==> src/rtl/inst_rom_arbiter.sv <==
// Arbiter sharing one combinational-read instruction ROM between the IF fetch
// port and the MEM-stage code-space load port. The MEM port wins conflicts,
// but a wait counter bounds how long IF can starve. Read data is returned
// registered, one cycle after the grant.
module inst_rom_arbiter #(
  parameter int ADDR_W   = 32,
  parameter int DATA_W   = 32,
  parameter int MAX_WAIT = 3
) (
  input  logic              clk,
  input  logic              rst,
  input  logic              if_req,
  input  logic [ADDR_W-1:0] if_addr,
  input  logic              if_flush,
  output logic              if_gnt,
  output logic              if_rvalid,
  output logic [DATA_W-1:0] if_rdata,
  input  logic              dm_req,
  input  logic [ADDR_W-1:0] dm_addr,
  output logic              dm_gnt,
  output logic              dm_rvalid,
  output logic [DATA_W-1:0] dm_rdata,
  output logic              rom_ce,
  output logic [ADDR_W-1:0] rom_addr,
  input  logic [DATA_W-1:0] rom_inst,
  output logic              stallreq
);

  localparam logic [3:0] WAIT_LIMIT = 4'(MAX_WAIT);

  logic [3:0] wait_cnt;
  logic       at_limit;
  logic       conflict;

  // Grant selection, ROM drive and stall request; grants are gated by reset.
  always_comb begin
    at_limit = (wait_cnt == WAIT_LIMIT);
    conflict = if_req & dm_req;
    if_gnt   = rst & if_req & (~dm_req | at_limit);
    dm_gnt   = rst & dm_req & ~(if_req & at_limit);
    rom_ce   = if_gnt | dm_gnt;
    rom_addr = '0;
    if (if_gnt) begin
      rom_addr = if_addr;
    end else if (dm_gnt) begin
      rom_addr = dm_addr;
    end
    stallreq = (if_req & ~if_gnt) | (dm_req & ~dm_gnt);
  end

  // Count consecutive conflicts lost by IF; an IF grant resets the count.
  always_ff @(posedge clk or negedge rst) begin
    if (!rst) begin
      wait_cnt <= '0;
    end else if (conflict && dm_gnt) begin
      if (wait_cnt < WAIT_LIMIT) begin
        wait_cnt <= wait_cnt + 4'd1;
      end
    end else if (if_gnt) begin
      wait_cnt <= '0;
    end
  end

  // IF response: data captured on grant, valid suppressed by a same-cycle flush.
  always_ff @(posedge clk or negedge rst) begin
    if (!rst) begin
      if_rvalid <= 1'b0;
      if_rdata  <= '0;
    end else begin
      if_rvalid <= if_gnt & ~if_flush;
      if (if_gnt) begin
        if_rdata <= rom_inst;
      end
    end
  end

  // MEM response: one-cycle valid pulse per grant, data held otherwise.
  always_ff @(posedge clk or negedge rst) begin
    if (!rst) begin
      dm_rvalid <= 1'b0;
      dm_rdata  <= '0;
    end else begin
      dm_rvalid <= dm_gnt;
      if (dm_gnt) begin
        dm_rdata <= rom_inst;
      end
    end
  end

endmodule
==> config.mk <==
export PLATFORM = sky130hd
export DESIGN_NAME = inst_rom_arbiter
export DESIGN_NICKNAME = d
export VERILOG_FILES = /design/src/rtl/inst_rom_arbiter.sv
export SDC_FILE = /design/constraint.sdc
export NUM_CORES = 1
export LEC_CHECK = 0
export CAP_MARGIN = 20
export CORE_AREA = 4 4 77 79
export CTS_CLUSTER_DIAMETER = 40
export DETAILED_ROUTE_END_ITERATION = 12
export DIE_AREA = 0 0 81 83
export DONT_BUFFER_PORTS = 1
export PLACE_DENSITY_LB_ADDON = 0.3
export SLEW_MARGIN = 25
export SYNTH_ARGS = -nofsm -noshare
export SYNTH_HDL_FRONTEND = slang
export SYNTH_SLANG_ARGS = --single-unit
export TNS_END_PERCENT = 10
==> constraint.sdc <==
create_clock -name clk -period 2.2 [get_ports clk]
set_input_delay 0.11 -clock clk [delete_from_list [all_inputs] [get_ports clk]]
set_output_delay 0.11 -clock clk [all_outputs]
set_load 0.005 [all_outputs]
# After elaboration in Yosys (flattened, before gate mapping)
# Index checks and enable logic that the tools add are counted.
classes:
  eq_ne: 2
  bitwise: 17
  addsub: 1
  n_reduce_logical: 3
  mux: 5
  order_cmp: 1
op_table:
  columns: ["op", "count"]
  rows:
  - ["$mux 32", 2]
  - ["$mux 4", 3]
  - ["$and 1x1->1", 9]
  - ["$not 1->1", 5]
  - ["$add 4x1->4 const B", 1]
  - ["$eq 4x2->1 const B", 1]
  - ["$lt 4x2->1 const B", 1]
  - ["$or 1x1->1", 3]
  - ["$ne 2x1->1 const B", 1]
  - ["$reduce_and 2->1", 1]
  - ["$reduce_bool 2->1", 1]
  - ["$logic_and 1x1->1", 1]
totals:
  inputBits: 101
  wordCells: 34
  reg_bits: 70

# Longest topological paths before layout
logic_depth:
  word_depth: 7
  mapped_depth: 6
  ltp_nobuf: 4

# Worst setup path before layout
# No wires, ideal clock.
synth_timing:
  kind: "reg-to-reg"
  startpoint: "register wait_cnt[0]"
  endpoint: "register dm_rdata[17]"
  period_less_slack_ps: 1799
  stages_incl_launch_ff: 7
  slack_ps: 401
  setup_time_ps: 125
  arrival_time_ps: 1673
  path_cell_list: "dfrtp_1 -> ha_1 -> or3b_4 -> o211a_1 -> buf_6 -> buf_6 -> mux2_4"
synth_via:
  elab_chain_cells: 4
synth_rtl:
  columns: ["element", "line_no", "text"]
  rows:
  - ["start, declared", "31", "logic [3:0] wait_cnt;"]
  - ["start signal, assigned", "57", "wait_cnt <= wait_cnt + 4'd1;"]
  - ["$eq 4x2->1", "37", "at_limit = (wait_cnt == WAIT_LIMIT);"]
  - ["$and 1x1->1", "40", "dm_gnt = rst & dm_req & ~(if_req & at_limit);"]
  - ["$not 1->1", "40", null]
  - ["$and 1x1->1", "40", null]
  - ["end signal, assigned", "85", "dm_rdata <= rom_inst;"]
  - ["end, declared", "22", "output logic [DATA_W-1:0] dm_rdata,"]
# Every way passes these cells.
# A chain may end at the register's enable or synchronous reset.

# Final worst setup path
layout_timing:
  startpoint: "register wait_cnt[0]"
  endpoint: "output port rom_addr[19]"
layout_via:
  elab_chain_cells: 6
  elab_cells_between_ends: 8
  cone_classes: "eq/ne (1); mux (2); bitwise (5)"
layout_rtl:
  columns: ["element", "line_no", "text"]
  rows:
  - ["$eq 4x2->1", "37", null]
  - ["$and 1x1->1", "40", null]
  - ["$not 1->1", "40", null]
  - ["$and 1x1->1", "40", null]
  - ["net dm_gnt", "20", "output logic dm_gnt,"]
  - ["$mux 32", "45", "end else if (dm_gnt) begin"]
  - ["$mux 32", "43", "if (if_gnt) begin"]
  - ["end, declared", "24", "output logic [ADDR_W-1:0] rom_addr,"]
# The timed path passes the listed nets, and every way through them passes these cells.

==> metrics.md <==
| Metric | Value |
|---|---|
| Power after layout | 3260 uW |
| Clock transition at path regs | 70 ps |
| Met2 layer usage reported by global route | 46.1% |
| Port-buffer cells | 0 |
| Most frequent cells in the layout | 70 x dfrtp_1, 58 x mux2_2, 35 x dlygate4sd3_1, 33 x a22o_1, 10 x clkbuf_8 |
| Cell Pwr Density | 876 nW/um^2 |
| Buffer cell driving the clock tree root | clkbuf_8 |
| Vertical die dimension | 83 um |
| Post-detailed-routing wire length | 8400 um |
| Std cell rows | 27 |
| Remaining antenna violation count after routing | 0 |
| Run status | completed |
| Worst Path Buf+Inv | 1 |
| Count of pins on the block boundary | around 200 |
| Summed instance area of the synthesized netlist | 3000 sq um |
| Critical Path Start | wait_cnt[0] |
| Crit Path Category | register to output port |
| Detailed Routing Iterations Pass 1 | 4 |
| Clock tree from TritonCTS | done |
| Post-layout util | 69.7% |
| Setup crit end kind | output port |
| Leak | approximately 0.0016 uW |
| EDFF count, synth | 0 |
| Highest Clock Rate | 471 MHz |
| Area used by sequential logic in the layout | 1750 sq um |
| Beginning of the worst hold path | rst |
| Gr usage total | 24.6% |
| Number of max-slew violations in the final report | 0 |
| Clk Latency, worst-skew pair | between 300 and 400 ps |
| Arr. time, crit path | 2010 ps |
| Total clock sinks | 70 |
| Maximum clock path buffer count | 2 |
| Global routing's busiest layer | met2 |
| Area occupied by multi-input gates | 1170 sq um |
| TritonCTS Buffers | 9 |
| Worst Reg-to-Reg Cells | 5 |
| Vias per inst | 6.18 |
| Startpoint type of the worst setup path | register |
| Layout area overhead | 23.9% |
| DRC violation count after routing | 0 |
| Tightest Pin Transition | 331 ps |
| Capture point of the critical path | rom_addr[19] |
| Setup TNS after final layout | 0 ps |
| Post-synthesis sequential area ratio | 58.3% |
| Period Utilization, post-route | 96.4% |
| Wire length of the first global-routing pass | roughly 12000 um |
| Largest net degree at the start of global routing | 71 |
| First-iteration detailed-routing DRC count | 65 |
| Commonest non-fill, non-tap cell in the layout | dfrtp_1 |
| Critical Path, Cell by Cell | ha_1 > or3b_4 > o211a_2 > buf_12 > a22o_1 |
| DR vias | 1977 |
| Total overflow reported by the global router | 0 |
| Largest delay share family, worst path | compound AO/OA/AOI/OAI gates |
| Routability-driven placement congestion ratio | around 0.75 |
| # fillers | 343 |
| Clock period minus worst slack | ~2100 ps |
| Share of flip-flops with an asynchronous set or reset after synthesis | 100% |
| Initial Utilization | 56.3% |
| Met3 Track Usage GR | under 10% |
| Pre-CTS setup slack | about 270 ps |
| Max FO, Critical Path | 34 |
| Detailed placer's ending HPWL | 5810 um |
| Critical path depth in cells | 5 |
| Placeable Area | 5340 sq um |
| Class of the tightest hold or removal check | input pin to register |
| Worst-case register-to-register setup slack | 210 ps |
| Cells after Synth | 202 |
| Post-synthesis cell type count | 20 |
| Worst supply voltage drop on vdd | 0.503 mV |
| Net count after synthesis | 304 |
| Max cap viols | 0 |
| Overall die area | 6720 sq um |
| FF-to-FF End | dm_rdata[18] |
| Initial antenna violation count | 2 |
| Proportion of layout cells with a drive suffix above 1 | 37.0% |
| Most frequently used flop master after synthesis | dfrtp_1 |
| Worst slew slack as a fraction of its limit | 78.0% |
| Number of endpoints failing setup at the final stage | 0 |
| Via count of the first global-routing pass | 2146 |
| Average routed wire per standard cell | around 26 um |
| Htree depth | 3 |
| Worst-case clock skew | 8.62 ps |
| Required arrival time at the worst endpoint | 2090 ps |
| Worst hold slack | approximately 170 ps |
| Reg-to-reg startpoint | wait_cnt[0] |
| Mapped Avg Cell Area | ~15 sq um |
| Number of synthesized register bits | 70 |
| CP max stage delay | around 400 ps |
| Cell with the largest stage delay on the worst path | or3b_4 |
| Die X-Extent | just over 80 um |
| Nets | roughly 340 |
| Number of hold violations in the final report | 0 |
| Met1 Use GR | 22.4% |
| Ys Warns | 0 |
| Setup ws final | 79.0 ps |
-- repair_timing --
item                                   4_1_cts  5_1_grt
endpoints found under the hold margin      139        0
buffers inserted                             1        2
cloned                                       1        0
setup endpoints to repair                   33       33
resized for setup                            0        1
hold buffers                                36        0
-- layout make-up --
class,count,share of cell area [%]
inverter,2,0.202
antenna,2,0.134
tap,72,2.42
timing repair buffer,43,13.2
sequential,70,47.1
clock inverter,5,1.58
multi-input combinational,115,31.6
clock buffer,11,3.80
-- per-stage QoR --
| stage | instance area, sq um | cells |
|---|---|---|
| finish | 3720 | 320 |
| global route | 3720 | 320 |
| CTS | 3690 | 316 |
| detailed placement | 3080 | 262 |
| global placement | 3080 | 262 |
| floorplan | 3000 | 202 |
-- worst min path at each step --
stage | end | cells past startpoint
after global routing | if_rvalid | 3
after floorplan | dm_rdata[0] | 0
after CTS | wait_cnt[2] | 2
after global placement | dm_rdata[4] | 0
final | wait_cnt[2] | 2
after detailed placement | dm_rdata[0] | 0
-- power breakdown --
part           internal, uW  leakage [uW]  switching (uW)
Combinational           318      0.000663             202
Clock                   554     0.0000955             459
Sequential             1520      0.000834             204
Total                  2390       0.00159             865
-- worst reg2reg max path, delay by kind of cell, from the launching register on --
| family | cells | cell delay (ps) |
|---|---|---|
| buffers and inverters | 1 | 330 |
| AOI/OAI and AO/OA | 1 | 280 |
| adders and majority gates | 1 | 160 |
| and+or+nand+nor | 1 | 400 |
| muxes | 1 | 320 |
| DFF | 1 | 370 |
-- registers in the layout, summed over array words and instances (netlist names) --
name,cells
dm_rdata,32
if_rvalid,1
if_rdata,32
dm_rvalid,1
wait_cnt,4
-- kinds of logic (layout without fill, tap and decap cells) --
family | count (synthesis) | count (layout) | synth area share [%]
DFF | 70 | 70 | 58.3
muxes | 64 | 64 | 24.7
AOI/OAI and AO/OA | 43 | 43 | 12.0
buffers and inverters | 17 | 61 | 3.12
and+or+nand+nor | 7 | 7 | 1.37
adders and majority gates | 1 | 1 | 0.416
other | 0 | 2 | 0
-- synthesized netlist by cell type, types with 2 or more instances --
cell	instances	area share, %
dfrtp_1	70	58
mux2_2	58	22
a22o_1	34	9.9
buf_2	12	2.0
mux2_4	6	3.0
o21ai_0	3	0.50
buf_6	2	0.75
inv_1	2	0.25
nand2_1	2	0.25
o21a_1	2	0.50
o31ai_1	2	0.50
-- layer usage --
metal  wire length [um]  share of wire (%)
met2               4830                 58
met3                738                8.8
met4                278                3.3
met1               2550                 30
met5                  0                  0
Power figures use the tool's default switching activity.
